`config.mk`:
```
export PLATFORM = sky130hd
export DESIGN_NAME = vpg_mode_ctrl
export DESIGN_NICKNAME = d
export VERILOG_FILES = /design/src/rtl/vpg_pkg.sv /design/src/rtl/key_debounce.sv /design/src/rtl/vpg_mode_ctrl.sv
export SDC_FILE = /design/constraint.sdc
export NUM_CORES = 1
export LEC_CHECK = 0
export CELL_PAD_IN_SITES_DETAIL_PLACEMENT = 2
export CELL_PAD_IN_SITES_GLOBAL_PLACEMENT = 2
export CORE_ASPECT_RATIO = 0.6
export CORE_MARGIN = 2
export CORE_UTILIZATION = 25
export CTS_BUF_LIST = sky130_fd_sc_hd__clkbuf_8
export DETAILED_ROUTE_END_ITERATION = 8
export GPL_ROUTABILITY_DRIVEN = 1
export PLACE_DENSITY = 0.62
export SYNTH_ARGS = -nofsm -noshare
export SYNTH_HDL_FRONTEND = slang
export SYNTH_HIERARCHICAL = 1
export SYNTH_SLANG_ARGS = --single-unit
export TNS_END_PERCENT = 100
```
`constraint.sdc`:
```
create_clock -name clk_100 -period 6.47 [get_ports clk_100]
set_input_delay 1.294 -clock clk_100 [delete_from_list [all_inputs] [get_ports clk_100]]
set_output_delay 1.294 -clock clk_100 [all_outputs]
set_load 0.02 [all_outputs]
```
`src/rtl/vpg_pkg.sv`:
```
// Shared definitions for the vpg control path.
// Holds the MODE_* timing-mode encodings, which mode_lut and pll_reconfig_fsm also use.
// Also holds the mode-count limit, the mode-control FSM state type and a mode stepping helper.
package vpg_pkg;

  localparam int unsigned VPG_NUM_MODES = 10;

  localparam logic [3:0] MODE_640X480_60   = 4'd0;
  localparam logic [3:0] MODE_800X600_60   = 4'd1;
  localparam logic [3:0] MODE_1024X768_60  = 4'd2;
  localparam logic [3:0] MODE_1280X720_60  = 4'd3;
  localparam logic [3:0] MODE_1280X1024_60 = 4'd4;
  localparam logic [3:0] MODE_1366X768_60  = 4'd5;
  localparam logic [3:0] MODE_1440X900_60  = 4'd6;
  localparam logic [3:0] MODE_1600X900_60  = 4'd7;
  localparam logic [3:0] MODE_1680X1050_60 = 4'd8;
  localparam logic [3:0] MODE_1920X1080_60 = 4'd9;

  typedef enum logic [2:0] {
    StInit,
    StIdle,
    StIssue,
    StHold,
    StWaitLock
  } mode_state_e;

  // Step one mode up or down, wrapping within 0..last.
  function automatic logic [3:0] mode_step(logic [3:0] cur, logic [3:0] last, logic up);
    if (up) begin
      return (cur == last) ? 4'd0 : cur + 4'd1;
    end
    return (cur == 4'd0) ? last : cur - 4'd1;
  endfunction

endpackage

```
`src/rtl/key_debounce.sv`:
```
// Push-button conditioner: 2-flop synchroniser, level debounce and press pulse.
// Ports:
//   clk_100  in   system clock
//   reset_n  in   asynchronous active-low reset
//   key_n    in   raw button, low = pressed, asynchronous to clk_100
//   press    out  one-cycle pulse when the debounced level goes released -> pressed
module key_debounce #(
  parameter int unsigned DEBOUNCE_CYCLES = 2000000
) (
  input  logic clk_100,
  input  logic reset_n,
  input  logic key_n,
  output logic press
);

  localparam int unsigned CntW = $clog2(DEBOUNCE_CYCLES + 1);

  logic [1:0]      sync_q;
  logic            level_q, level_d;  // 1 = released
  logic [CntW-1:0] cnt_q, cnt_d;
  logic            press_q, press_d;

  always_comb begin
    level_d = level_q;
    cnt_d   = '0;
    press_d = 1'b0;
    // Count consecutive cycles at the opposite level; any return to the stable level
    // clears the count. The count never passes DEBOUNCE_CYCLES-1, so it cannot wrap.
    if (sync_q[1] != level_q) begin
      if (cnt_q == CntW'(DEBOUNCE_CYCLES - 1)) begin
        level_d = sync_q[1];
        press_d = ~sync_q[1];
      end else begin
        cnt_d = cnt_q + 1'b1;
      end
    end
  end

  always_ff @(posedge clk_100 or negedge reset_n) begin
    if (!reset_n) begin
      sync_q  <= 2'b11;
      level_q <= 1'b1;
      cnt_q   <= '0;
      press_q <= 1'b0;
    end else begin
      sync_q  <= {sync_q[0], key_n};
      level_q <= level_d;
      cnt_q   <= cnt_d;
      press_q <= press_d;
    end
  end

  assign press = press_q;

endmodule

```
`src/rtl/vpg_mode_ctrl.sv`:
```
// Upstream control stage for vpg: debounced mode/colour buttons and PLL-paced mode changes.
// A mode change is only issued once the pixel PLL has re-locked (or timed out) from the last one,
// and one change is issued automatically after reset so the PLL always matches DEFAULT_MODE.
// Ports:
//   clk_100       in   100 MHz system clock
//   reset_n       in   asynchronous active-low reset
//   key_next_n    in   raw next-mode button, low = pressed
//   key_prev_n    in   raw previous-mode button, low = pressed
//   key_color_n   in   raw colour button, low = pressed
//   pll_locked    in   vpg pixel-PLL lock, asynchronous
//   mode          out  timing mode to vpg
//   mode_change   out  one-cycle strobe to vpg
//   disp_color    out  colour pattern select to vpg
//   busy          out  high while a mode change is in flight
//   lock_timeout  out  sticky: last change did not lock in time
module vpg_mode_ctrl
  import vpg_pkg::*;
#(
  parameter int unsigned DEBOUNCE_CYCLES = 2000000,
  parameter int unsigned NUM_MODES       = VPG_NUM_MODES,
  parameter int unsigned DEFAULT_MODE    = 0,
  parameter int unsigned HOLDOFF_CYCLES  = 1024,
  parameter int unsigned LOCK_TIMEOUT    = 10000000
) (
  input  logic       clk_100,
  input  logic       reset_n,
  input  logic       key_next_n,
  input  logic       key_prev_n,
  input  logic       key_color_n,
  input  logic       pll_locked,
  output logic [3:0] mode,
  output logic       mode_change,
  output logic [1:0] disp_color,
  output logic       busy,
  output logic       lock_timeout
);

  localparam int unsigned CntMax   = (HOLDOFF_CYCLES > LOCK_TIMEOUT) ? HOLDOFF_CYCLES
                                                                      : LOCK_TIMEOUT;
  localparam int unsigned CntW     = (CntMax > 1) ? $clog2(CntMax) : 1;
  localparam logic [3:0]  LastMode = 4'(NUM_MODES - 1);
  localparam logic [3:0]  InitMode = 4'(DEFAULT_MODE);

  logic next_ev, prev_ev, color_ev;

  key_debounce #(.DEBOUNCE_CYCLES(DEBOUNCE_CYCLES)) u_key_next (
    .clk_100 (clk_100),
    .reset_n (reset_n),
    .key_n   (key_next_n),
    .press   (next_ev)
  );

  key_debounce #(.DEBOUNCE_CYCLES(DEBOUNCE_CYCLES)) u_key_prev (
    .clk_100 (clk_100),
    .reset_n (reset_n),
    .key_n   (key_prev_n),
    .press   (prev_ev)
  );

  key_debounce #(.DEBOUNCE_CYCLES(DEBOUNCE_CYCLES)) u_key_color (
    .clk_100 (clk_100),
    .reset_n (reset_n),
    .key_n   (key_color_n),
    .press   (color_ev)
  );

  logic [1:0]      lock_sync_q;
  mode_state_e     state_q, state_d;
  logic [3:0]      mode_q, mode_d;
  logic [CntW-1:0] cnt_q, cnt_d;
  logic            timeout_q, timeout_d;
  logic [1:0]      color_q, color_d;

  always_comb begin
    state_d   = state_q;
    mode_d    = mode_q;
    cnt_d     = cnt_q;
    timeout_d = timeout_q;
    color_d   = color_q + {1'b0, color_ev};
    unique case (state_q)
      StInit: begin
        state_d = StIssue;
      end
      StIdle: begin
        // Simultaneous next and prev cancel each other.
        if (next_ev ^ prev_ev) begin
          mode_d  = mode_step(mode_q, LastMode, next_ev);
          state_d = StIssue;
        end
      end
      StIssue: begin
        cnt_d   = CntW'(HOLDOFF_CYCLES - 1);
        state_d = StHold;
      end
      StHold: begin
        // Lock is ignored here: vpg still reports the old lock until the PLL reconfigures.
        if (cnt_q == '0) begin
          cnt_d   = CntW'(LOCK_TIMEOUT - 1);
          state_d = StWaitLock;
        end else begin
          cnt_d = cnt_q - 1'b1;
        end
      end
      StWaitLock: begin
        if (lock_sync_q[1]) begin
          timeout_d = 1'b0;
          state_d   = StIdle;
        end else if (cnt_q == '0) begin
          timeout_d = 1'b1;
          state_d   = StIdle;
        end else begin
          cnt_d = cnt_q - 1'b1;
        end
      end
      default: begin
        state_d = StInit;
      end
    endcase
  end

  always_ff @(posedge clk_100 or negedge reset_n) begin
    if (!reset_n) begin
      lock_sync_q <= 2'b00;
      state_q     <= StInit;
      mode_q      <= InitMode;
      cnt_q       <= '0;
      timeout_q   <= 1'b0;
      color_q     <= 2'd0;
    end else begin
      lock_sync_q <= {lock_sync_q[0], pll_locked};
      state_q     <= state_d;
      mode_q      <= mode_d;
      cnt_q       <= cnt_d;
      timeout_q   <= timeout_d;
      color_q     <= color_d;
    end
  end

  assign mode         = mode_q;
  assign mode_change  = (state_q == StIssue);
  assign busy         = (state_q != StIdle);
  assign disp_color   = color_q;
  assign lock_timeout = timeout_q;

endmodule

```
After elaboration in Yosys (flattened, before gate mapping):

Index checks and enable logic that the tools add are counted.

* flip-flop bits (word level): 111
* input port bits: 6
* output and inout port bits: 9
* logic and storage cells: 88

* add/sub/neg operators: 7
* equality and inequality tests: 17
* muxes and demuxes: 30
* bitwise gates (word level): 4
* reductions and logical operators: 12

Operators with widths (count)
* $mux W21: 6
* $mux W24: 3
* $pmux W24 S3: 1
* $add A21 B1 Y21 const B: 3
* $eq A21 B21 Y1 const B: 3
* $logic_not A24 Y1: 1
* $sub A24 B1 Y24 const B: 1
* $mux W4: 4
* $pmux W3 S5: 1
* $mux W3: 4
* $mux W1: 11
* $reduce_and A2 Y1: 5
* $ne A2 B2 Y1 const B: 4
* $eq A3 B2 Y1 const B: 2
* $reduce_and A3 Y1: 2
* $add A4 B1 Y4 const B: 1
* $eq A4 B4 Y1 const B: 1
* $logic_not A4 Y1: 1
* $sub A4 B1 Y4 const B: 1
* $eq A3 B1 Y1 const B: 1
* $eq A3 B3 Y1 const B: 1
* $logic_not A3 Y1: 1
* $ne A1 B1 Y1: 3
* $ne A3 B1 Y1 const B: 1
* 6 further kinds: 8

Longest topological paths before layout:

Gate-level depths: netlist of the first run.

* word-level depth: 4
* depth in mapped cells: 9
* depth with buffers taken out: 7

Modules after synthesis:

Netlist of the first run, hierarchy kept.

Modules (own cells, without submodules)
* key_debounce: times used 3, cells an instance 120, area an instance 1267.5 um^2, seq. area each 629.4 um^2
* vpg_mode_ctrl: times used 1, cells an instance 233, area an instance 2107.0 um^2, seq. area each 900.9 um^2

Worst setup path after synthesis of the first run:

No wires, ideal clock.

* path type: flip-flop to flip-flop
* start: reg cnt_q[0] (netlist name)
* end: reg cnt_q[12] (netlist name)
* library setup time: 0.126 ns
* data arrival time: 2.352 ns
* data required time: 6.344 ns
* slack: 3.992 ns
* stages on the path, launching flop included: 9
* path through: dfrtp_1 -> inv_1 -> ha_1 -> or3b_4 -> or4_1 -> buf_4 -> o21ai_4 -> nand2_4 -> a221o_1

Final worst setup path of the first run:

* start: reg state_q[1]
* end: out busy

* longest elaborated chain between the ends: 1

RTL lines
* from (decl): RTL line vpg_mode_ctrl.sv:68 `mode_state_e state_q, state_d;`
* from (signal assigned): RTL line vpg_mode_ctrl.sv:124 `state_q <= StInit;`
* from (signal assigned): RTL line vpg_mode_ctrl.sv:131 `state_q <= state_d;`
* $ne A3 B1 Y1: RTL line vpg_mode_ctrl.sv:141 `assign busy = (state_q != StIdle);`
* to (decl): RTL line vpg_mode_ctrl.sv:34 `output logic busy,`

Every way passes these cells.

==> results of run 1 <==
registers in the layout, indices dropped and copies added, names as in the netlist, 2 cells and up:
name / count
state_q: 3
u_key_prev/cnt_q: 21
lock_sync_q: 2
disp_color: 2
u_key_color/sync_q: 2
u_key_next/cnt_q: 21
cnt_q: 24
u_key_next/sync_q: 2
mode: 4
u_key_color/cnt_q: 21
u_key_prev/sync_q: 2
cells by family after synthesis:
family,after synthesis
muxes,7
buffers and inverters,24
xor gates and xnor gates,47
adders and majority gates,5
and+or+nand+nor,295
AOI/OAI and AO/OA,104
DFF,111
Yosys cell counts (10+ instances only):
cell	n	share of area
nand3_1	31	0.026
o21ai_0	32	0.027
nor3_1	15	0.013
xor2_1	23	0.034
a21oi_1	37	0.031
nand2_1	40	0.025
nor4_1	10	0.011
or3_1	19	0.020
nor2_1	73	0.046
and2_1	13	0.014
nand4_1	18	0.019
xnor2_1	24	0.036
dfrtp_1	102	0.43
through the flow:
stage | setup slack (ns) | hold slack (ns) | area (um^2) | power [mW]
2_1_floorplan | 3.99 | 0.331 | 5910 | 0.737
3_3_place_gp | 3.66 | 0.348 | 6370 | 0.763
3_5_place_dp | 3.45 | 0.350 | 6370 | 0.764
4_1_cts | 3.16 | 0.367 | 6540 | 1.18
5_1_grt | 3.09 | 0.375 | 6540 | 1.21
6_report | 3.21 | 0.364 | 6540 | 1.15
how the worst min path moves through the flow:
stage                               startpoint                    to  slack [ns]  cells after the start
final                     u_key_next/sync_q[0]  u_key_next/sync_q[1]        0.36                      0
after global routing      u_key_prev/sync_q[0]  u_key_prev/sync_q[1]        0.38                      0
after CTS                 u_key_next/sync_q[0]  u_key_next/sync_q[1]        0.37                      0
after detailed placement  u_key_next/sync_q[0]  u_key_next/sync_q[1]        0.35                      0
after global placement    u_key_next/sync_q[0]  u_key_next/sync_q[1]        0.35                      0
after floorplan                 lock_sync_q[0]        lock_sync_q[1]        0.33                      0
report_power, final:
| group | total (mW) | internal [mW] | switching, mW | leakage (nW) |
|---|---|---|---|---|
| combinational | 0.0378 | 0.0107 | 0.0271 | 1.02 |
| clock | 0.401 | 0.142 | 0.260 | 0.0923 |
| sequential | 0.711 | 0.702 | 0.00873 | 1.47 |
placed cells by master (no fill, tap or decap), types with 5 or more instances in the layout:
master	Yosys	routed
xor2_1	23	23
a21oi_1	37	37
nor4_1	10	10
and2_1	13	13
dfstp_2	9	9
o21ai_0	32	32
or3_1	19	19
xnor2_1	24	24
nor2_1	73	73
nand4_1	18	18
nand2_1	40	40
clkbuf_8	0	9
nor3b_1	6	6
dfrtp_1	102	102
nor3_1	15	15
and3_1	6	6
o31ai_1	5	5
nand4b_1	5	5
nand3_1	31	31
clkdlybuf4s50_1	0	13
a211oi_1	9	9
or4_1	7	7
and4_1	7	7
inv_1	9	10
ha_1	5	5
area by class of cell:
cell class / instances / share of cell area
clock buffers: 9 / 0.0189
clock inverters: 7 / 0.00765
inverters: 9 / 0.00516
flip-flops and latches: 111 / 0.426
repair buffers: 15 / 0.0222
well taps: 315 / 0.0602
multi-input cells: 458 / 0.460
per-layer routing:
metal	track usage	share of wire	vias up
li1	-	-	2185
met3	0.0277	0.019	13
met1	0.203	0.53	2428
met2	0.218	0.44	25
met5	0	0	-
met4	0.0401	0.012	0
worst max-delay path, cell delays in order (launching register included):
cell	delay, ns
dfrtp_1	0.48
or3b_2	0.53
clkdlybuf4s50_1	0.56
==> flow_metrics.py, run 1 <==
metrics = {
    "die": {
        "pin_count": 15,
        "rows": 43,
        "coreArea_mm2": 0.0231,
        "die_w_um": 202,
        "die-area_mm2": 0.0249,
        "die_y_um": 123,
        "start_util": 0.255,
    },
    "yosys": {
        "ys_warn_count": 6,
        "synth_top_family_by_area": "simple AND/OR/NAND/NOR gates",
        "synth_compound_area_frac": 0.119,
        "synth_seq_cells": 111,
        "synth-xor-area-share": 0.0697,
        "synthFlopType": "dfrtp_1",
        "syn-num-nets": 604,
        "synth.cell_area_mm2": 0.00591,
        "avgSynthCellArea_um2": 9.97,
        "synth_cell_type_count": 63,
        "synth_async_sr_flop_share": 1.00,
        "postSynthCellCount": 593,
        "synth-adder-area-share": 0.0106,
        "synthSimpleGateAreaFrac": 0.294,
        "yosysSeqAreaShare": 0.472,
        "synth_edf_count": 0,
        "synthMuxAreaShare": 0.0148,
    },
    "setup_path": {
        "reg2reg_slack_ns": 3.46,
        "crit_type": "reg -> out",
        "start_kind": "register",
        "endpoint": "busy",
        "reg2reg_depth": 7,
        "worstPathRequired_ns": 5.18,
        "regToRegEndpoint": "cnt_q[6]",
        "crit_path_start": "state_q[1]",
        "cp-end-kind": "output port",
        "critical_path_arrival_ns": 1.97,
        "worstPathMaxFanout": 8,
        "r2r-start": "cnt_q[0]",
    },
    "clock_tree": {
        "cts_buffers": 9,
        "post_cts_buffers": 0,
        "htreeDepth": 3,
        "postCtsHoldBufs": 0,
        "cts-resized-gates": 0,
        "clock_sinks": 111,
        "cts.clk_slew.worst_paths_ns": 0.11,
        "cts_tree": "yes",
        "clockBufferDepth": 2,
        "cts_root_buf": "clkbuf_8",
        "insertion_delay_ns": 0.40,
    },
    "detailed_routing": {
        "drtIter0Drc": 189,
        "wl_per_cell_um": 17.8,
        "dr.pass1.iters": 4,
        "ant_nets": 0,
        "drt-total-wl_um": 16500,
        "route.vias.total": 4651,
        "drt-vias-per-instance": 5.03,
        "drc": 0,
    },
    "global_routing": {
        "globalRoute.totalOverflow": 0,
        "grt_usage": 0.142,
        "grt_max_degree": 59,
        "grt_pass1_vias": 5150,
        "antenna_found_initial": 0,
        "grt_first_pass_wirelength_um": 27800,
    },
    "hold_path": {
        "worstHoldPathType": "reg -> reg",
    },
    "layout": {
        "final.fill_count": 2574,
        "multi_input_area_mm2": 0.00301,
        "area_growth_pct": 10.7,
        "fin_cells": 924,
        "regArea_mm2": 0.00279,
        "final_nets": 615,
        "antenna_cells": 0,
        "utilization": 0.283,
        "layout-drive-gt1-share": 0.110,
    },
    "run": {
        "drv_cap": 0,
    },
    "timing": {
        "worstMarginPinSlew_ns": 1.07,
        "timing.slew.headroom": 0.285,
        "setup_tns_ns": 0,
        "fmax_mhz": 307,
        "slew_viol_final": 0,
        "period_share": 0.504,
        "setup_viol": 0,
        "final.min_clock_period_ns": 3.26,
        "finalClockSkew_ns": 0.0178,
        "hold_viol_final": 0,
        "rsz0062_at_grt": "no",
    },
    "place": {
        "dp_hpwl_um": 11800,
        "io_buffers": 14,
        "place.gp.congestion": 0.794,
        "dp.cells": 908,
    },
    "pwr": {
        "ir_drop_v": 0.0000790,
        "power_leakage_nw": 2.58,
        "cellPowerDensity_mw_per_mm2": 176,
    },
    "run_status": {
        "status": "complete, no violations",
    },
}
No activity file was read; power rests on OpenSTA's default activity.
==> run 2: changes to the inputs <==
--- a/config.mk
+++ b/config.mk
@@ -13,7 +13,7 @@
 export CTS_BUF_LIST = sky130_fd_sc_hd__clkbuf_8
 export DETAILED_ROUTE_END_ITERATION = 8
 export GPL_ROUTABILITY_DRIVEN = 1
-export PLACE_DENSITY = 0.62
+export PLACE_DENSITY = 0.64
 export SYNTH_ARGS = -nofsm -noshare
 export SYNTH_HDL_FRONTEND = slang
 export SYNTH_HIERARCHICAL = 1
==> constraint.sdc (replaced) <==
create_clock -name clk_100 -period 2.8 [get_ports clk_100]
set_input_delay 0.56 -clock clk_100 [delete_from_list [all_inputs] [get_ports clk_100]]
set_output_delay 0.56 -clock clk_100 [all_outputs]
set_load 0.02 [all_outputs]
==> flow_metrics.py, run 2 (synthesized netlist as in run 1, its figures left out) <==
metrics = {
    "run_status": {
        "status": "complete, no violations",
    },
    "layout": {
        "layout-drive-gt1-share": 0.131,
        "final_cell_mix": "102 x dfrtp_1, 73 x nor2_1, 40 x nand2_1, 37 x a21oi_1, 32 x o21ai_0",
        "design_area_mm2": 0.00676,
        "final_common_cell": "dfrtp_1",
        "multi_input_area_mm2": 0.00301,
        "final.fill_count": 2542,
        "regArea_mm2": 0.00279,
        "antenna_cells": 0,
        "max_flop_register": "cnt_q",
        "largest_reg_flops": 24,
        "area_growth_pct": 14.4,
        "final_nets": 631,
    },
    "detailed_routing": {
        "wl_per_cell_um": 18.1,
        "drt-vias-per-instance": 4.97,
        "dr.pass1.iters": 4,
        "ant_nets": 0,
        "drc": 0,
        "drtIter0Drc": 249,
        "drt-total-wl_um": 17000,
        "route.vias.total": 4670,
    },
    "place": {
        "io_buffers": 14,
        "place.gp.congestion": 0.838,
        "dpl_cell_area_mm2": 0.00651,
        "dp_hpwl_um": 12600,
    },
    "timing": {
        "rsz0062_at_grt": "no",
        "hold_viol_final": 0,
        "setup_tns_ns": 0,
        "timing.slew.headroom": 0.352,
        "slew_viol_final": 0,
        "period_share": 0.937,
        "setup_viol": 0,
        "final.min_clock_period_ns": 2.62,
        "finalClockSkew_ns": 0.0109,
        "worstMarginPinSlew_ns": 0.971,
        "fmax_mhz": 381,
    },
    "global_routing": {
        "antenna_found_initial": 0,
        "gr-usage-met1": 0.220,
        "met3_usage": 0.0308,
        "grt_max_degree": 73,
        "grt_usage": 0.147,
        "globalRoute.totalOverflow": 0,
        "grt_use_met2": 0.218,
        "top_usage_layer": "met1",
        "grt_pass1_vias": 5204,
        "grt_first_pass_wirelength_um": 28900,
    },
    "die": {
        "die-area_mm2": 0.0249,
        "coreArea_mm2": 0.0231,
        "rows": 43,
        "die_y_um": 123,
        "pin_count": 15,
        "start_util": 0.255,
        "die_w_um": 202,
    },
    "setup_path": {
        "worstPathRequired_ns": 3.09,
        "crit_type": "reg -> reg",
        "start_kind": "register",
        "crit_path_cell_trace": "inv_1, ha_1, or3b_4, or4_4, o21ai_4, nand2_4, a221o_1",
        "path_buf_inv": 1,
        "cp-end-kind": "register",
        "critical_path_arrival_ns": 2.91,
        "worstPathMaxFanout": 10,
        "cp_top_family": "simple AND/OR/NAND/NOR gates",
        "cpPeakStageDelay_ns": 0.57,
        "crit_path_top_delay_cell": "or4_4",
    },
    "hold_path": {
        "worstHoldPathType": "reg -> reg",
    },
    "pwr": {
        "ir_drop_v": 0.000188,
        "finalPower_mw": 2.92,
        "power_leakage_nw": 2.70,
        "cellPowerDensity_mw_per_mm2": 432,
    },
    "clock_tree": {
        "cts_buffers": 9,
        "cts.clk_slew.worst_paths_ns": 0.11,
        "insertion_delay_ns": 0.40,
        "clockBufferDepth": 2,
        "cts_root_buf": "clkbuf_8",
        "cts_tree": "yes",
        "post_cts_buffers": 0,
        "clock_sinks": 111,
        "htreeDepth": 3,
    },
    "run": {
        "drv_cap": 0,
    },
}
==> run 2: cell count changes in the layout (fill, tap and decap cells not counted), sizes merged <==
cell / before / now
buf: 2 / 17
bufinv: 0 / 3
clkinv: 4 / 1
dlygate4sd3: 0 / 1
==> run 2: final timing paths <==
kind	from	to	slack, ns	cells past startpoint
setup reg to reg	cnt_q[1]	cnt_q[15]	0.18	7
min in group asynchronous	reset_n	u_key_next/cnt_q[12]	0.56	2
setup / recovery	cnt_q[1]	cnt_q[15]	0.18	7
hold reg to reg	u_key_color/sync_q[0]	u_key_color/sync_q[1]	0.36	0
max in group asynchronous	reset_n	u_key_prev/level_q	1.54	3
hold / removal	u_key_color/sync_q[0]	u_key_color/sync_q[1]	0.36	0
==> run 2: layout make-up <==
class | count | area share
Multi-Input combinational cell | 458 | 0.445
Sequential cell | 111 | 0.413
Tap cell | 315 | 0.0583
Timing Repair Buffer | 31 | 0.0433
Clock buffer | 9 | 0.0183
Clock inverter | 7 | 0.0168
Inverter | 9 | 0.00500
==> run 2: stage by stage <==
step	util	instances	hold slack, ns	setup WS [ns]
after detailed placement	0.281	923	0.350	0.124
after CTS	0.292	940	0.366	0.108
final	0.292	940	0.365	0.175
after global routing	0.292	940	0.372	0.0322
after global placement	0.281	923	0.346	0.222
after floorplan	-	593	0.264	0.322
==> run 2: routing by layer <==
| metal | wire (um) | part of all wire |
|---|---|---|
| met1 | 9110 | 0.53 |
| met2 | 7240 | 0.43 |
| met3 | 525 | 0.031 |
| met4 | 153 | 0.0090 |
| met5 | 0 | 0 |
==> run 2: timing repair <==
action / 4_1_cts / 5_1_grt
setup endpoints to repair: 0 / 3
hold buffers: 1 / 0
resized for setup: 0 / 1
hold endpoints to repair: 11 / 0
==> run 2: where the power goes <==
| group | leakage, nW | total, mW | switching [mW] | internal, mW |
|---|---|---|---|---|
| logic | 1.11 | 0.0976 | 0.0651 | 0.0325 |
| registers | 1.47 | 1.64 | 0.0190 | 1.62 |
| clock network | 0.122 | 1.18 | 0.591 | 0.590 |
==> run 3: changes to the inputs <==
--- a/config.mk
+++ b/config.mk
@@ -8,7 +8,7 @@
 export CELL_PAD_IN_SITES_DETAIL_PLACEMENT = 2
 export CELL_PAD_IN_SITES_GLOBAL_PLACEMENT = 2
 export CORE_ASPECT_RATIO = 0.6
-export CORE_MARGIN = 2
+export CORE_MARGIN = 4
 export CORE_UTILIZATION = 25
 export CTS_BUF_LIST = sky130_fd_sc_hd__clkbuf_8
 export DETAILED_ROUTE_END_ITERATION = 8
==> flow_metrics.py, run 3 (synthesized netlist as in run 1, its figures left out) <==
metrics = {
    "detailed_routing": {
        "drt-vias-per-instance": 5.01,
        "drt-total-wl_um": 16600,
        "drtIter0Drc": 251,
        "drc": 0,
        "wl_per_cell_um": 17.7,
        "ant_nets": 0,
        "route.vias.total": 4709,
        "dr.pass1.iters": 6,
    },
    "layout": {
        "fin_cells": 940,
        "design_area_mm2": 0.00669,
        "final_nets": 631,
        "antenna_cells": 0,
        "utilization": 0.289,
        "max_flop_register": "cnt_q",
        "largest_reg_flops": 24,
        "final_cell_mix": "102 x dfrtp_1, 73 x nor2_1, 40 x nand2_1, 37 x a21oi_1, 32 x o21ai_0",
        "area_growth_pct": 13.3,
        "layout-drive-gt1-share": 0.136,
        "final.fill_count": 2538,
        "final_common_cell": "dfrtp_1",
    },
    "pwr": {
        "swShare": 0.268,
        "cellPowerDensity_mw_per_mm2": 408,
        "pwr-share-clk": 0.365,
        "p_switching_uw": 733,
        "seq_power_share": 0.601,
        "internal-power_mw": 2.00,
        "power_frac_comb": 0.035,
        "ir_drop_v": 0.000242,
        "power_leakage_nw": 2.67,
    },
    "timing": {
        "fmax_mhz": 376,
        "rsz0062_at_grt": "no",
        "final.min_clock_period_ns": 2.66,
        "setup_viol": 0,
        "period_share": 0.951,
        "finalClockSkew_ns": 0.00924,
        "timing.slew.headroom": 0.356,
        "hold_viol_final": 0,
        "setup_tns_ns": 0,
        "slew_viol_final": 0,
        "worstMarginPinSlew_ns": 0.966,
    },
    "setup_path": {
        "start_kind": "register",
        "cp_top_family": "simple AND/OR/NAND/NOR gates",
        "crit_path_top_delay_cell": "or4_4",
        "cpPeakStageDelay_ns": 0.58,
        "regToRegEndpoint": "cnt_q[20]",
        "reg2reg_slack_ns": 0.14,
        "worstPathMaxFanout": 10,
        "critical_path_arrival_ns": 2.96,
        "reg2reg_depth": 7,
        "path_buf_inv": 1,
        "crit_path_cell_trace": "inv_1, ha_1, or3b_4, or4_4, o21ai_4, nand2_4, a221o_1",
        "worstSetupPathDepth": 7,
        "r2r-start": "cnt_q[0]",
        "endpoint": "cnt_q[20]",
        "worstPathRequired_ns": 3.10,
        "crit_path_start": "cnt_q[0]",
        "cp-end-kind": "register",
        "crit_type": "reg -> reg",
    },
    "global_routing": {
        "grt_first_pass_wirelength_um": 28200,
        "globalRoute.totalOverflow": 0,
        "grt_pass1_vias": 5097,
        "antenna_found_initial": 0,
        "grt_max_degree": 59,
        "grt_usage": 0.133,
    },
    "die": {
        "die_y_um": 127,
        "pin_count": 15,
        "die-area_mm2": 0.0262,
        "rows": 43,
        "die_w_um": 206,
        "coreArea_mm2": 0.0232,
        "start_util": 0.255,
    },
    "clock_tree": {
        "cts.clk_slew.worst_paths_ns": 0.12,
        "cts_buffers": 9,
        "cts_root_buf": "clkbuf_8",
        "clockBufferDepth": 2,
        "clock_sinks": 111,
        "insertion_delay_ns": 0.41,
        "cts_tree": "yes",
        "htreeDepth": 3,
    },
    "place": {
        "io_buffers": 14,
        "dpl_cell_area_mm2": 0.00650,
        "dp_hpwl_um": 12100,
        "dp.cells": 924,
        "place.gp.congestion": 0.782,
    },
    "run_status": {
        "status": "complete, no violations",
    },
    "hold_path": {
        "worstHoldPathType": "in -> async",
    },
    "run": {
        "drv_cap": 0,
    },
}
-- run 3: cell count changes in the layout (fill, tap and decap cells not counted), sizes merged --
cell and delta:
buf +1, clkinv +2, dlygate4sd3 -1, bufinv -3, inv +2, clkinvlp -1
-- run 3: area by class of cell --
cell class                      instances  area (um^2)  area share
Inverter                                9         33.8     0.00505
Clock inverter                          7         63.8     0.00953
Clock buffer                            9          124      0.0185
Timing Repair Buffer                   31          278      0.0415
Sequential cell                       111         2790       0.417
Multi-Input combinational cell        458         3010       0.450
Tap cell                              315          394      0.0589
-- run 3: worst min path at each step --
stage / from / cells after the start / slack [ns] / to
2_1_floorplan: reset_n / 0 / 0.26 / cnt_q[0]
3_3_place_gp: lock_sync_q[0] / 0 / 0.34 / lock_sync_q[1]
3_5_place_dp: lock_sync_q[0] / 0 / 0.34 / lock_sync_q[1]
4_1_cts: reset_n / 1 / 0.02 / u_key_color/cnt_q[0]
5_1_grt: reset_n / 1 / 0.04 / u_key_color/cnt_q[11]
6_report: reset_n / 1 / 0.04 / u_key_color/cnt_q[0]
-- run 3: routing by layer --
metal / global-route usage / part of all wire / vias to the layer above
met3: 0.0274 / 0.023 / 11
met1: 0.200 / 0.54 / 2435
met2: 0.198 / 0.43 / 32
li1: - / - / 2231
met5: 0 / 0 / -
met4: 0.0297 / 0.0099 / 0
-- run 3: through the flow --
| step | power [mW] | hold WS, ns | setup WS [ns] |
|---|---|---|---|
| global route | 2.86 | 0.0381 | 0.0210 |
| finish | 2.73 | 0.0441 | 0.137 |
| CTS | 2.80 | 0.0214 | 0.0928 |
| global placement | 1.77 | 0.342 | 0.215 |
| floorplan | 1.70 | 0.264 | 0.322 |
| detailed placement | 1.77 | 0.344 | 0.0992 |
-- run 3: power groups by stage --
| stage | clock, mW | combinational, mW | sequential [mW] |
|---|---|---|---|
| floorplan | 0 | 0.0385 | 1.67 |
| global placement | 0 | 0.0957 | 1.67 |
| detailed placement | 0 | 0.100 | 1.67 |
| CTS | 1.06 | 0.101 | 1.64 |
| global route | 1.11 | 0.111 | 1.64 |
| finish | 0.996 | 0.0946 | 1.64 |
-- run 3: repair_timing --
item / 4_1_cts / 5_1_grt
endpoints found under the setup margin: 0 / 5
hold buffers: 0 / 0
resized for setup: 0 / 1
buffers inserted: 0 / 0
==> RTL edit 1: new RTL, settings of run 3 <==
Register the inputs `key_next_n`, `key_prev_n`, `key_color_n` and `pll_locked` before use, cleared by the reset. The logic sees them one clock later.
--- a/src/rtl/vpg_mode_ctrl.sv
+++ b/src/rtl/vpg_mode_ctrl.sv
@@ -41,26 +41,45 @@
   localparam logic [3:0]  LastMode = 4'(NUM_MODES - 1);
   localparam logic [3:0]  InitMode = 4'(DEFAULT_MODE);
 
+  logic key_next_n_q;
+  logic key_prev_n_q;
+  logic key_color_n_q;
+  logic pll_locked_q;
+
+  always_ff @(posedge clk_100 or negedge reset_n) begin
+    if (!reset_n) begin
+      key_next_n_q  <= '0;
+      key_prev_n_q  <= '0;
+      key_color_n_q <= '0;
+      pll_locked_q  <= '0;
+    end else begin
+      key_next_n_q  <= key_next_n;
+      key_prev_n_q  <= key_prev_n;
+      key_color_n_q <= key_color_n;
+      pll_locked_q  <= pll_locked;
+    end
+  end
+
   logic next_ev, prev_ev, color_ev;
 
   key_debounce #(.DEBOUNCE_CYCLES(DEBOUNCE_CYCLES)) u_key_next (
     .clk_100 (clk_100),
     .reset_n (reset_n),
-    .key_n   (key_next_n),
+    .key_n   (key_next_n_q),
     .press   (next_ev)
   );
 
   key_debounce #(.DEBOUNCE_CYCLES(DEBOUNCE_CYCLES)) u_key_prev (
     .clk_100 (clk_100),
     .reset_n (reset_n),
-    .key_n   (key_prev_n),
+    .key_n   (key_prev_n_q),
     .press   (prev_ev)
   );
 
   key_debounce #(.DEBOUNCE_CYCLES(DEBOUNCE_CYCLES)) u_key_color (
     .clk_100 (clk_100),
     .reset_n (reset_n),
-    .key_n   (key_color_n),
+    .key_n   (key_color_n_q),
     .press   (color_ev)
   );
 
@@ -127,7 +146,7 @@
       timeout_q   <= 1'b0;
       color_q     <= 2'd0;
     end else begin
-      lock_sync_q <= {lock_sync_q[0], pll_locked};
+      lock_sync_q <= {lock_sync_q[0], pll_locked_q};
       state_q     <= state_d;
       mode_q      <= mode_d;
       cnt_q       <= cnt_d;
Formal check against the unedited RTL: no difference found for any inputs over 10 cycles, from zero or initial values and one cycle with reset_n low; that may be too few to reach the edited logic, so the function may still have changed.
==> RTL edit 1 against run 3 <==
Sequential cell count increased by 4; clock skew increased by 3.9 ps; combinational power increased by 7%; core utilization increased by 1.5 points; sequential share of layout area decreased by 0.88 points; total power increased by 32%; clock power increased by 80%; setup slack got worse by 15 ps; design area increased by 5.8%; synthesized area increased by 1.7%; die area increased by 1.6%; worst hold slack improved by 310 ps; synthesized cell count increased by 0.67%; wire length increased by 5.0%; critical endpoint is now mode_change; highest routed layer unchanged.
==> RTL edit 1: results (changes against run 3) <==
- The fraction of layout instances using a drive strength above 1 is 15.9% (+2.3 points).
- The flow ran to the end, and the final reports show no timing, DRC or antenna violations.
- The worst supply voltage drop on vdd is 0.000247 V (+1.8%).
- The diode insertion count for antenna repair is 0 (unchanged).
- The proportion of power drawn by flip-flops and latches is 47.4% (-13 points).
- The maximum clock path buffer count was 2 (unchanged).
- The maximum number of pins on one net before global-route repair was 50 (-15%).
- The number of iterations in the first detailed-routing pass is 4 (-2).
- The level count of the clock H-tree is 4 (+1).
- The clock latency on the worst-skew pair is 450 ps (+40 ps).
- The clock skew is 13.1 ps (+3.85 ps).
- The wire length reported by the detailed router came to 17400 um (+5.0%).
- The number of fill cells was 2595 (+2.2%).
- The combined global-route utilization of all metal layers came to 13.9% (+0.56 points).
- The sequential area share after synthesis was 48.1% (+0.88 points).
- On the critical path the largest part of the delay comes from buffers and inverters.
- The clock transition at the registers of the reported paths was 70 ps (-50 ps).
- The number of I/O port buffers is 14 (unchanged).
- The proportion of synthesized flip-flops having asynchronous set or reset came to 100% (unchanged).
- In this run the clock root is driven by a clkbuf_8.
- The count of unique library cells instantiated by Yosys is 63 (unchanged).
- The iteration-0 DRC count of the detailed router came to 211 (-16%).
- The via count came to 4826 (+2.5%).
- The number of nets produced by synthesis is 608 (+0.66%).
- The final number of max-transition violations is 0 (unchanged).
- By area the synthesized netlist is led by dfrtp_1 44%, nor2_1 4.6%, dfstp_2 3.9%.
- The count of warnings emitted by yosys was 6 (unchanged).
- Ranked by instance count, the synthesized netlist is headed by 106 x dfrtp_1, 73 x nor2_1, 40 x nand2_1.
- The last weighted congestion value of the routability-driven placer is 0.809 (+3.5%).
- The number of antenna violations at the first check in global routing came to 0 (unchanged).
- The worst-path cell with the longest stage delay is clkdlybuf4s50_1.
- The arrival time of the worst setup path is 2120 ps (-840 ps).
- The first-pass GRT wire length is 29700 um (+5.3%).
- The largest area contributor in the synthesized netlist is dfrtp_1.
- The fraction of power spent switching nets is 24.3% (-2.6 points).
- The number of nets in the finished design is 646 (+2.4%).
- The via count of the first global-routing pass is 5245 (+2.9%).
- The flip-flop count of the largest register after layout is 24 (unchanged).
- The transition at the pin with the smallest max-transition slack is 591 ps (-375 ps).
- The total CTS buffers is 17 (+8).
- The HPWL reported at the end of detailed placement is 12700 um (+4.3%).
- Ranked by flip-flop count, first place goes to cnt_q.
- The delay of the slowest cell on the worst path is 680 ps (+100 ps).
- The number of post-CTS setup repair buffers is 0 (unchanged).
- The total leakage power is 0.00285 uW (+6.7%).
- The most used flip-flop cell after synthesis is dfrtp_1.
- The combinational group power is 101 uW (+7%).
- The maximum fanout along the worst path is 7 (-3).
- The class of the most critical hold timing path is flip-flop to flip-flop.
RTL edit 1: cell count changes after synthesis, sizes merged:
cell	before	now
dfrtp	102	106
RTL edit 1: metrics by stage:
stage	power, uW	setup slack (ps)	std cells	hold WS [ps]	area, um^2
3_5_place_dp	1840	25.5	930	346	6620
4_1_cts	3660	3.29	963	359	7080
3_3_place_gp	1830	129	930	334	6620
6_report	3590	123	963	357	7080
2_1_floorplan	1770	322	597	264	6010
5_1_grt	3770	9.27	963	363	7080
RTL edit 1: cell families (layout without fill, tap and decap cells):
| kind of cell | count (synthesis) | in the layout | share of synthesized area (%) |
|---|---|---|---|
| and+or+nand+nor | 295 | 295 | 28.9 |
| adders and majority gates | 5 | 5 | 1.04 |
| xor gates and xnor gates | 47 | 47 | 6.85 |
| buffers and inverters | 24 | 75 | 1.89 |
| muxes | 7 | 7 | 1.46 |
| AOI/OAI and AO/OA | 104 | 104 | 11.7 |
| DFF | 115 | 115 | 48.1 |
RTL edit 1: path summary, 6_finish.rpt:
check / startpoint / endpoint / slack, ps / cells past startpoint
max in group asynchronous: reset_n / u_key_prev/sync_q[1]$_DFF_PN1_ / 1490 / 3
hold / removal: u_key_color/sync_q[0]$_DFF_PN1_ / u_key_color/sync_q[1]$_DFF_PN1_ / 360 / 0
min in group asynchronous: reset_n / u_key_next/cnt_q[10]$_DFF_PN0_ / 560 / 2
setup / recovery: state_q[2]$_DFFE_PN0P_ / mode_change / 120 / 3
setup reg to reg: cnt_q[1]$_DFFE_PN0P_ / cnt_q[12]$_DFFE_PN0P_ / 130 / 7
hold reg to reg: u_key_color/sync_q[0]$_DFF_PN1_ / u_key_color/sync_q[1]$_DFF_PN1_ / 360 / 0
RTL edit 1: cell type report:
type                            instances  area (um^2)  share of cell area [%]
Multi-Input combinational cell        458         3010                    42.5
Clock inverter                         14          204                    2.88
Clock buffer                           18          248                    3.50
Tap cell                              315          394                    5.57
Timing Repair Buffer                   34          303                    4.28
Inverter                                9         33.8                   0.477
Sequential cell                       115         2890                    40.8
RTL edit 1: timing repair:
item,4_1_cts,5_1_grt
setup endpoints to repair,0,9
endpoints found under the hold margin,19,0
resized for setup,0,1
hold buffers,1,0
RTL edit 1: worst register-to-register path, cell delays in order (launching register included):
cell     delay (ps)
dfrtp_1         400
inv_1            90
ha_1            210
or3b_4          440
or4_4           630
o21ai_4         300
nand2_4         120
a221o_1         360
RTL edit 1: layer usage:
layer / part of all wire (%) / global-route usage [%] / vias up / wire (um)
met4: 0.88 / 3.59 / 0 / 153
met2: 43 / 20.9 / 49 / 7560
li1: - / - / 2268 / -
met1: 53 / 20.3 / 2499 / 9270
met5: 0 / 0 / - / 0
met3: 2.6 / 3.03 / 10 / 458
==> RTL edit 2: new RTL, flow settings as in run 3 <==
Without the edit above. The parameter `HOLDOFF_CYCLES` goes from 1024 to 256.
--- a/src/rtl/vpg_mode_ctrl.sv
+++ b/src/rtl/vpg_mode_ctrl.sv
@@ -19,7 +19,7 @@
   parameter int unsigned DEBOUNCE_CYCLES = 2000000,
   parameter int unsigned NUM_MODES       = VPG_NUM_MODES,
   parameter int unsigned DEFAULT_MODE    = 0,
-  parameter int unsigned HOLDOFF_CYCLES  = 1024,
+  parameter int unsigned HOLDOFF_CYCLES  = 256,
   parameter int unsigned LOCK_TIMEOUT    = 10000000
 ) (
   input  logic       clk_100,
Check against the original RTL: no difference found for any inputs over 10 cycles, from zero or initial values and one cycle with reset_n low; that may be too few to reach the edited logic, so the function may still have changed.
==> RTL edit 2 against run 3 <==
Design area grew 3.3%; synthesized area grew 3.6%; wire length grew 6.4%; critical path depth shrank 5; setup slack gained 75 ps; fmax grew 2.9%; total power is essentially flat; highest routed layer unchanged; sequential cell count is the same; global-route usage grew 0.25 points.
==> RTL edit 2: results (changes against run 3) <==
- The via count of the first global-routing pass is 5197 (+2.0%).
- The post-placement worst setup slack came to 307 ps (+207 ps).
- The HPWL reported at the end of detailed placement was 12700 um (+4.8%).
- The number of iterations in the first detailed-routing pass is 4 (-2).
- By area the synthesized netlist is led by dfrtp_1 42%, dfstp_2 3.9%, a21oi_1 3.4%.
- The combined global-route utilization of all metal layers is 13.6% (+0.25 points).
- The total CTS buffers came to 9 (unchanged).
- The post-detailed-route wirelength per cell came to 18.3 um (+3.4%).
- The startpoint of the worst setup timing path is state_q[0]$_DFFE_PN0P_.
- The last weighted congestion value of the routability-driven placer is 0.815 (+4.2%).
- After synthesis, the most frequently instantiated cells are 102 x dfrtp_1, 56 x nor2_1, 42 x a21oi_1.
- The worst supply voltage drop on vdd was 0.000193 V (-20%).
- The fraction of layout instances using a drive strength above 1 is 14.4% (+0.82 points).
- For the worst-skew pair, the clock arrives at the later sink with an insertion delay of ~420 ps.
- The number of nets produced by synthesis is 627 (+3.8%).
- The via density per instance is 5.11 (+2.1%).
- The maximum fanout along the worst path is 11 (+1).
- The transition at the pin with the smallest max-transition slack came to 590 ps (-377 ps).
- The number of fill cells is 2706 (+6.6%).
- The sequential area share after synthesis is 45.6% (-1.6 points).
- The count of unique library cells instantiated by Yosys was 76 (+21%).
- The arrival time of the worst setup path is 2030 ps (-930 ps).
- The post-detailed-placement cell area came to 6720 um^2 (+3.4%).
- The reg-to-reg startpoint is cnt_q[14]$_DFFE_PN0P_.
- The total leakage power is 0.00277 uW (+3.6%).
- The clock skew is 28.1 ps (+18.8 ps).
- The iteration-0 DRC count of the detailed router came to 215 (-14%).
- The number of nets in the finished design was 651 (+3.2%).
- The worst-path cell with the longest stage delay is dfrtp_1.
- The maximum number of pins on one net before global-route repair is 45 (-24%).
- The first-pass GRT wire length is 29400 um (+4.2%).
- The kind of cell adding the most delay to the critical path is flip-flops.
- The flow ran to the end, and the final reports show no timing, DRC or antenna violations.
## RTL edit 2: changes by cell type in the layout (fill, tap and decap cells not counted), sizes merged, moves of 3 or more
cell,delta
o21ai,+7
a221o,-3
buf,+4
a31oi,+3
xnor2,-3
a21oi,+6
and2,-3
nor2,-16
o21bai,+3
a211oi,-8
nand2,-5
nor3,+3
or3,+3
## RTL edit 2: routing by layer
layer	routed length (um)	share of wire, %	GRT usage, %
met4	123	0.70	2.53
met5	0	0	0
met2	7530	43	19.9
met1	9570	54	20.4
met3	454	2.6	3.41
## RTL edit 2: per-stage QoR
step,cells,power (uW)
detailed placement,951,1770
global route,967,2880
CTS,967,2800
finish,967,2730
global placement,951,1770
floorplan,616,1700
## RTL edit 2: final timing paths
kind | endpoint | slack [ps] | depth (start not counted)
setup reg to reg | cnt_q[11]$_DFFE_PN0P_ | 290 | 6
min in group clk_100 | u_key_next/sync_q[1]$_DFF_PN1_ | 360 | 0
hold / removal | cnt_q[16]$_DFFE_PN0P_ | 130 | 1
setup / recovery | busy | 210 | 2
max in group asynchronous | u_key_prev/sync_q[0]$_DFF_PN1_ | 1940 | 2
hold reg to reg | u_key_next/sync_q[1]$_DFF_PN1_ | 360 | 0
## RTL edit 2: area by class of cell
| type | count | area, um^2 | area share [%] |
|---|---|---|---|
| multi-input combinational | 472 | 3190 | 46.1 |
| tap | 322 | 403 | 5.82 |
| timing repair buffer | 35 | 308 | 4.45 |
| inverter | 11 | 41.3 | 0.597 |
| clock buffer | 11 | 151 | 2.19 |
| clock inverter | 5 | 38.8 | 0.561 |
| sequential | 111 | 2790 | 40.3 |
## RTL edit 2: where the power goes
| part | internal (uW) | switching, uW | total, uW |
|---|---|---|---|
| Sequential | 1620 | 19.2 | 1640 |
| Clock | 380 | 614 | 994 |
| Combinational | 31.3 | 64.5 | 95.8 |
| Total | 2030 | 698 | 2730 |
## RTL edit 2: cells by family after synthesis
logic type / share of synthesized area, %
adders and majority gates: 1.02
muxes: 1.94
xor gates and xnor gates: 6.01
AOI/OAI and AO/OA: 14.0
and+or+nand+nor: 29.0
DFF: 45.6
buffers and inverters: 2.41
